===== src/rtl/ai_paddle_ctrl.sv =====
// Computer-controlled paddle opponent. It watches the ball and paddle positions
// and drives the active-low up/down command pair of the right-hand paddle.
// While the ball approaches, the paddle tracks it after a reaction delay and
// ignores small errors inside a deadband. While the ball moves away, the paddle
// returns to the centre of the field.
module ai_paddle_ctrl #(
  parameter int TICK_W      = 18,
  parameter int REACT_TICKS = 8,
  parameter int DEADBAND    = 4,
  parameter int CENTER_Y    = 240,
  parameter int Y_MAX       = 480,
  parameter int DATA_W      = 10
) (
  input  logic              clk,
  input  logic              rst_n,
  input  logic              enable,
  input  logic [DATA_W-1:0] ball_y,
  input  logic              ball_toward,
  input  logic [DATA_W-1:0] paddle_y,
  output logic              mv_up_n,
  output logic              mv_down_n,
  output logic              busy
);

  localparam int CNT_W = (REACT_TICKS > 1) ? $clog2(REACT_TICKS) : 1;
  localparam logic [DATA_W-1:0]        YMAX_V   = DATA_W'(Y_MAX);
  localparam logic [DATA_W-1:0]        CENTER_V = DATA_W'(CENTER_Y);
  localparam logic signed [DATA_W:0]   DB       = (DATA_W+1)'(DEADBAND);
  localparam logic [CNT_W-1:0]         REACT_LAST = CNT_W'(REACT_TICKS - 1);

  typedef enum logic [1:0] {
    IDLE     = 2'd0,
    REACT    = 2'd1,
    TRACK    = 2'd2,
    RECENTRE = 2'd3
  } state_t;

  state_t                   state, state_nxt;
  logic [TICK_W-1:0]        tick_cnt;
  logic                     tick;
  logic [CNT_W-1:0]         react_cnt, react_nxt;
  logic                     up_nxt, down_nxt;
  logic [DATA_W-1:0]        target;
  logic signed [DATA_W:0]   diff;
  logic                     in_band;
  logic [1:0]               cmd;

  // Clamp the tracking target so the paddle is never asked to go below its travel.
  function automatic logic [DATA_W-1:0] clamp_y(input logic [DATA_W-1:0] y);
    if (y > YMAX_V) return YMAX_V;
    return y;
  endfunction

  // Map a signed position error to {up_n, down_n}; the travel limits block
  // commands that would push the paddle off either end.
  function automatic logic [1:0] move_cmd(input logic signed [DATA_W:0] d,
                                          input logic [DATA_W-1:0]      py);
    logic [1:0] c;
    c = 2'b11;
    if ((d > DB) && (py < YMAX_V))
      c = 2'b10;
    else if ((d < -DB) && (py != '0))
      c = 2'b01;
    return c;
  endfunction

  // Free-running decision-rate divider; keeps counting even while disabled.
  always_ff @(posedge clk or negedge rst_n) begin
    if (!rst_n) tick_cnt <= '0;
    else        tick_cnt <= tick_cnt + TICK_W'(1);
  end

  assign tick = &tick_cnt;

  assign target  = (state == TRACK) ? clamp_y(ball_y) : CENTER_V;
  assign diff    = $signed({1'b0, target}) - $signed({1'b0, paddle_y});
  assign in_band = (diff <= DB) && (diff >= -DB);
  assign cmd     = move_cmd(diff, paddle_y);

  // Next-state, reaction counter and command decision; disable overrides the tick.
  always_comb begin
    state_nxt = state;
    react_nxt = react_cnt;
    up_nxt    = mv_up_n;
    down_nxt  = mv_down_n;
    if (!enable) begin
      state_nxt = IDLE;
      react_nxt = '0;
      up_nxt    = 1'b1;
      down_nxt  = 1'b1;
    end else if (tick) begin
      case (state)
        IDLE: begin
          up_nxt   = 1'b1;
          down_nxt = 1'b1;
          if (ball_toward) begin
            state_nxt = REACT;
            react_nxt = '0;
          end else begin
            state_nxt = RECENTRE;
          end
        end
        REACT: begin
          up_nxt   = 1'b1;
          down_nxt = 1'b1;
          if (!ball_toward)
            state_nxt = RECENTRE;
          else if (react_cnt == REACT_LAST)
            state_nxt = TRACK;
          else
            react_nxt = react_cnt + CNT_W'(1);
        end
        TRACK: begin
          up_nxt   = cmd[1];
          down_nxt = cmd[0];
          if (!ball_toward) state_nxt = RECENTRE;
        end
        RECENTRE: begin
          up_nxt   = cmd[1];
          down_nxt = cmd[0];
          if (ball_toward) begin
            state_nxt = REACT;
            react_nxt = '0;
          end else if (in_band) begin
            state_nxt = IDLE;
          end
        end
        default: begin
          state_nxt = IDLE;
          up_nxt    = 1'b1;
          down_nxt  = 1'b1;
        end
      endcase
    end
  end

  // State, reaction counter and registered commands.
  always_ff @(posedge clk or negedge rst_n) begin
    if (!rst_n) begin
      state     <= IDLE;
      react_cnt <= '0;
      mv_up_n   <= 1'b1;
      mv_down_n <= 1'b1;
    end else begin
      state     <= state_nxt;
      react_cnt <= react_nxt;
      mv_up_n   <= up_nxt;
      mv_down_n <= down_nxt;
    end
  end

  assign busy = (state == TRACK) || (state == RECENTRE);

  // The paddle must never be told to move both ways at once.
  assert property (@(posedge clk) disable iff (!rst_n) (mv_up_n || mv_down_n));

endmodule


===== config.mk =====
export PLATFORM = sky130hd
export DESIGN_NAME = ai_paddle_ctrl
export DESIGN_NICKNAME = d
export VERILOG_FILES = /design/src/rtl/ai_paddle_ctrl.sv
export SDC_FILE = /design/constraint.sdc
export NUM_CORES = 1
export LEC_CHECK = 0
export ABC_AREA = 1
export CAP_MARGIN = 20
export CORE_ASPECT_RATIO = 1.2
export CORE_MARGIN = 10
export CORE_UTILIZATION = 57
export DETAILED_ROUTE_END_ITERATION = 6
export DONT_BUFFER_PORTS = 1
export PLACE_DENSITY = 0.74
export SYNTH_ARGS = -nofsm -noshare
export SYNTH_HDL_FRONTEND = slang
export SYNTH_SLANG_ARGS = --single-unit

===== constraint.sdc =====
create_clock -name clk -period 2.39 [get_ports clk]
set_input_delay 0.3585 -clock clk [delete_from_list [all_inputs] [get_ports clk]]
set_output_delay 0.3585 -clock clk [all_outputs]
set_load 0.005 [all_outputs]

# ---- Word level (Yosys, flattened, before mapping)
# Index checks and enable logic that the tools add are counted.
dict set report word_totals {
  register_bits 25
  latchBits 0
  mem_bits_rw 0
  romBits 0
  in_bits 24
  output_inout_bits 3
  n_memories 0
}
dict set report op_classes {
  add_sub_neg 3
  multipliers 0
  n_div 0
  n_lt_le_gt_ge 6
  n_eq_ne 12
  shift 0
  muxes 27
  bitwise 0
  n_reduce_logical 12
}
# cell count
set ops {}
lappend ops {{$mux 10} 3}
lappend ops {{$mux 2} 10}
lappend ops {{$add 18x1->18 const B} 1}
lappend ops {{$reduce_and 18->1} 1}
lappend ops {{$mux 3} 5}
lappend ops {{$ge 11x3->1 const B} 1}
lappend ops {{$gt 11x4->1 const B} 1}
lappend ops {{$le 11x4->1 const B} 1}
lappend ops {{$lt 11x3->1 const B} 1}
lappend ops {{$sub 10x10->11} 1}
lappend ops {{$gt 10x9->1 const B} 1}
lappend ops {{$lt 10x9->1 const B} 1}
lappend ops {{$reduce_bool 10->1} 1}
lappend ops {{$ne 3x3->1 const B} 3}
lappend ops {{$ne 4x4->1 const B} 2}
lappend ops {{$pmux 2 s4} 1}
lappend ops {{$ne 3x2->1 const B} 2}
lappend ops {{$pmux 3 s2} 1}
lappend ops {{$reduce_or 2->1} 3}
lappend ops {{$mux 1} 5}
lappend ops {{$reduce_and 5->1} 1}
lappend ops {{$eq 2x2->1 const B} 2}
lappend ops {{$pmux 1 s2} 2}
lappend ops {{$reduce_and 4->1} 1}
lappend ops {{7 further kinds} 9}

# ---- Depth between registers and ports, before layout
dict set report depth {
  ltp_word 12
  ltp_mapped 24
  mapped_depth_nobuf 24
}

# ---- Least setup slack after synthesis
# No wires, ideal clock.
dict set report synth_timing {
  path_kind {in2reg}
  startpoint {in ball_y[0]}
  endpoint {reg state[0]}
  setup_ns 0.117
  arrival_ns 2.512
  path_slack_ns -0.238
  path_stages 21
  cell_sequence {nor3_1 -> a31o_2 -> nand2_1 -> nor2_1 -> inv_1 -> or2_2 -> ha_1 -> nand2_1 -> inv_1 -> a21oi_1 -> nand2_1 -> nand2_1 -> nand2_1 -> a21oi_1 -> nand3_1 -> nand2_1 -> nand2_1 -> nand2_1 -> nand2_1 -> nand2_1 -> nand2_1}
}
dict set report synth_between {
  elab_chain_len 9
  elab_cells_between_ends 10
}
# element line_no
set synth_rtl {}
lappend synth_rtl {{start, declared} 17} ;# input logic [DATA_W-1:0] ball_y,
lappend synth_rtl {{$gt 10x9->1} 50} ;# if (y > YMAX_V) return YMAX_V;
lappend synth_rtl {{$mux 1} 50}
lappend synth_rtl {{$mux 10 (*)} 51} ;# return y;
lappend synth_rtl {{$mux 10 (*)} 75} ;# assign target = (state == TRACK) ? clamp_y(ball_y) : CENTER_V;
lappend synth_rtl {{$sub 10x10->11 (*)} 76} ;# assign diff = $signed({1'b0, target}) - $signed({1'b0, paddle_y});
lappend synth_rtl {{$le 11x4->1 / $ge 11x3->1 (equally long branches)} 77} ;# assign in_band = (diff <= DB) && (diff >= -DB);
lappend synth_rtl {{$logic_and 1x1->1 (*)} 77}
lappend synth_rtl {{$ne 4x4->1 (no line) (*)} n/a}
lappend synth_rtl {{$reduce_and 4->1 (no line) (*)} n/a}
lappend synth_rtl {{end signal, assigned} 145} ;# state <= state_nxt;
lappend synth_rtl {{end, declared} 38} ;# state_t state, state_nxt;
# Every way passes the cells marked *; elsewhere a longest branch is shown, timed or not.
# A chain may end at the register's enable or synchronous reset.

# ---- Worst setup path after layout
dict set report layout_timing {
  startpoint {reg state[0]}
  endpoint {reg mv_up_n}
}
dict set report layout_between {
  elab_chain_len 10
  elab_cells_between_ends 17
}
# element line_no
set layout_rtl {}
lappend layout_rtl {{$eq 2x2->1} {75, 92}}
lappend layout_rtl {{$mux 10} 75}
lappend layout_rtl {{$sub 10x10->11} 76}
lappend layout_rtl {{$lt 11x3->1} 62} ;# else if ((d < -DB) && (py != '0))
lappend layout_rtl {{$logic_and 1x1->1} 62}
lappend layout_rtl {{$mux 2} 62}
lappend layout_rtl {{$mux 2} 60} ;# if ((d > DB) && (py < YMAX_V))
lappend layout_rtl {{$pmux 1 s2 (*)} 92} ;# case (state)
lappend layout_rtl {{$mux 1 (*)} 91} ;# end else if (tick) begin
lappend layout_rtl {{$mux 1 (*)} 86} ;# if (!enable) begin
lappend layout_rtl {{end signal, assigned} 147} ;# mv_up_n <= up_nxt;
lappend layout_rtl {{end, declared} 20} ;# output logic mv_up_n,
# Every way passes the cells marked *; elsewhere a longest branch is shown, timed or not. The select of a mux whose other input is x is not followed.

==> impl_summary.txt <==
----------------------------------------------------
[Job]
  Max-capacitance violation count ... 0

[Place]
  Last weighted congestion value of the routability-driven placer ... 0.914
  HPWL after detailed placement ... 3760 um
  Port Buffer Count ... 0

[Global routing]
  Total gr overflow ... 0
  Number of antenna violations at the first check in global routing ... 0
  First-pass GRT wire length ... 8190 um
  Pin count of the biggest net entering global routing ... 26
  Via count of the first global-routing pass ... 1893
  GR Util All Layers ... 0.159

[Drt]
  Routed vias/inst ... 5.37
  Post-route antenna net violation count ... 0
  DRC violation total after the first TritonRoute iteration ... 88
  Routed wire length per instance ... 14.5 um
  Remaining DRCs ... 0
  Number of search-and-repair iterations in the first detailed-routing pass ... 4
  Wire length reported by the detailed router ... 4950 um
  Count of vias placed by the detailed router ... 1837

[Cells and area]
  Fill cell instance count of the final layout ... 250
  Utilization of the core after routing ... 0.754
  Fraction of final layout cells with drive strength greater than 1 ... 0.318
  Most used cells in the layout excluding fill and tap cells ... 57 x sky130_fd_sc_hd__nand2_1, 47 x sky130_fd_sc_hd__inv_1, 23 x sky130_fd_sc_hd__dfrtp_1
  Leading cell type in the layout, fill and taps excluded ... sky130_fd_sc_hd__nand2_1
  Net total in the final layout ... 348
  Area growth, synth to finish ... 26.1%
  Antenna Cells ... 0

[Synth]
  Register bit total from synthesis ... 25
  Synth Cell Area ... 2030 um2
  Proportion of netlist area held by the largest area contributor ... 0.284
  Synthesized net count ... 319
  Cell taking the most area after synthesis ... sky130_fd_sc_hd__dfrtp_1
  Most instantiated flip-flop cell in the synthesis netlist ... sky130_fd_sc_hd__dfrtp_1
  Share of flip-flops with an asynchronous set or reset ... 1.00
  Number of instances in the synthesized netlist ... 277
  Share of synthesized area occupied by flip-flops and latches ... 0.309
  Synth area leaders ... sky130_fd_sc_hd__dfrtp_1 28%, sky130_fd_sc_hd__nand2_1 14%, sky130_fd_sc_hd__ha_1 10%, sky130_fd_sc_hd__inv_1 9.2%, sky130_fd_sc_hd__nand3_1 4.9%
  Avg Inst Size Synth ... 7.33 um2
  Synthesis warning total ... 0
  Post-synth cell types ... 30
  Post-synth EDFFs ... 0

[Critical path]
  Required time at the worst-slack endpoint ... 2.60 ns
  Biggest fanout along the worst timing path ... 6
  Type of origin of the critical path ... register
  WS Path Type ... reg2reg
  CP Data Arrival Time ... 2.83 ns
  Crit path capture type ... register

[STA]
  Finish-stage setup viols ... 4
  Maximum clock frequency ... 382 MHz
  Endpoints failing hold ... 0
  Final cycle utilization of the critical path ... 1.10
  Worst clock skew ... 0.00909 ns
  Total Negative Setup Slacks ... -0.775 ns
  Setup repair after global routing missed its margin ... yes
  Final worst setup slack ... -0.231 ns
  Clock period minus worst slack ... 2.62 ns
  Pins over their slew limit ... 0

[Die]
  Die outline width ... 74.5 um
  Core Box Area ... 3400 um2
  Effective utilization at floorplan ... 0.598
  Io pins ... 27
  Vert. Die Dim ... 85.4 um
  Site Rows ... 23
  Area of the die ... 6360 um2

[Min path]
  Type of the worst min-delay path ... in2reg

[Clock tree]
  Total clock sinks ... 25
  TritonCTS clock tree ... built
  Clock Tree Buf Depth ... 2
  Number of clock buffers inserted by TritonCTS ... 3
  Depth of the CTS H-tree ... 1
  Clock Pin Slew Worst Setup and Hold Paths ... 0.08 ns
  Clock latency at the later pin of the worst-skew pair ... 0.27 ns
  Clock tree root buffer cell ... sky130_fd_sc_hd__clkbuf_8

[Power and ir drop]
  P per Cell Area ... 509 nW/um2
  Pwr Total ... 1300 uW
  Leakage Power ... 0.00131 uW
  Worst VDD drop ... 0.000395 V

[Outcome]
  Outcome ... finished with violations
  Violations in the final reports ... negative setup slack

----------------------------------------------------
## stage by stage
step | hold slack (ns) | area (um2) | worst slack, ns | instances
detailed placement | 0.0637 | 2270 | -0.368 | 330
global route | 0.306 | 2560 | -0.396 | 342
global placement | 0.0637 | 2270 | -0.317 | 330
finish | 0.303 | 2560 | -0.231 | 342
CTS | 0.300 | 2430 | -0.184 | 339
floorplan | 0.0629 | 2100 | -0.0810 | 277
## critical path, cell delays in order, from the launching register on
cell                      delay (ns)
sky130_fd_sc_hd__dfrtp_1        0.41
sky130_fd_sc_hd__inv_2          0.08
sky130_fd_sc_hd__ha_4           0.14
sky130_fd_sc_hd__inv_4          0.04
sky130_fd_sc_hd__nor2_4         0.10
sky130_fd_sc_hd__inv_4          0.06
sky130_fd_sc_hd__or2_4          0.26
sky130_fd_sc_hd__ha_4           0.27
sky130_fd_sc_hd__nand2_1        0.08
sky130_fd_sc_hd__nand2_2        0.07
sky130_fd_sc_hd__a21oi_4        0.15
sky130_fd_sc_hd__nand2_2        0.07
sky130_fd_sc_hd__nand2_2        0.08
sky130_fd_sc_hd__nand2_2        0.08
sky130_fd_sc_hd__a21oi_4        0.18
sky130_fd_sc_hd__nand2_2        0.09
sky130_fd_sc_hd__buf_4          0.13
sky130_fd_sc_hd__nor2_1         0.08
sky130_fd_sc_hd__nand2_1        0.06
sky130_fd_sc_hd__o21ai_1        0.07
sky130_fd_sc_hd__inv_1          0.05
## Yosys cell counts (6+ instances only)
cell type	n
sky130_fd_sc_hd__nand3_1	20
sky130_fd_sc_hd__ha_1	17
sky130_fd_sc_hd__a21oi_1	6
sky130_fd_sc_hd__nand2_1	75
sky130_fd_sc_hd__xnor2_1	7
sky130_fd_sc_hd__inv_1	50
sky130_fd_sc_hd__nor2_1	22
sky130_fd_sc_hd__dfrtp_1	23
sky130_fd_sc_hd__o21ai_0	6
sky130_fd_sc_hd__xor2_1	11
## report_power, final
part / switching [uW] / leakage (uW) / internal, uW
Combinational: 325 / 0.000968 / 263
Clock: 138 / 0.0000217 / 118
Sequential: 16.2 / 0.000325 / 441
Total: 479 / 0.00131 / 822
## repair_timing
action / CTS / global route
endpoints found under the hold margin: 25 / 0
pin swaps: 12 / 15
hold buffers: 1 / 0
endpoints found under the setup margin: 4 / 4
resized for setup: 17 / 25
setup buffers: 4 / 2
## final cells by class
cell class / count / area [um2] / area share
well taps: 37 / 46.3 / 0.0181
inverters: 50 / 193 / 0.0753
flip-flops and latches: 25 / 628 / 0.245
repair buffers: 24 / 203 / 0.0792
clock buffers: 3 / 41.3 / 0.0161
multi-input cells: 202 / 1440 / 0.563
clock inverters: 1 / 7.51 / 0.00293
## metal layers
metal,wire [um],up-vias,global-route usage,part of all wire
li1,-,928,-,-
met1,1980,848,0.175,0.40
met3,209,18,0.0338,0.042
met2,2630,43,0.283,0.53
met4,121,0,0.0621,0.024
met5,0,-,0,0
## final timing paths
check,from,endpoint,slack [ns],depth (start not counted)
min reg2reg,tick_cnt[0],tick_cnt[0],0.46,1
max reg2reg,state[0],mv_up_n,-0.23,20
min,ball_toward,state[1],0.30,3
max,state[0],mv_up_n,-0.23,20
max in group asynchronous,rst_n,mv_down_n,1.49,2
min in group asynchronous,rst_n,tick_cnt[10],0.40,1
## sequential cells by signal (all words and copies together), names as in the netlist
register and count:
mv_down_n 1, mv_up_n 1, react_cnt 3, state 2, tick_cnt 18
## cell families (layout without fill, tap and decap cells)
| group | Yosys count | in the layout | share of synthesized area |
|---|---|---|---|
| flip-flops | 25 | 25 | 0.309 |
| other | 1 | 1 | 0.00185 |
| adder cells (fa/ha/maj) | 18 | 18 | 0.115 |
| XOR/XNOR | 18 | 18 | 0.0777 |
| AO/OA/AOI/OAI | 20 | 20 | 0.0654 |
| AND/OR/NAND/NOR | 145 | 145 | 0.338 |
| buffers and inverters | 50 | 78 | 0.0925 |
Power figures use the tool's default switching activity.
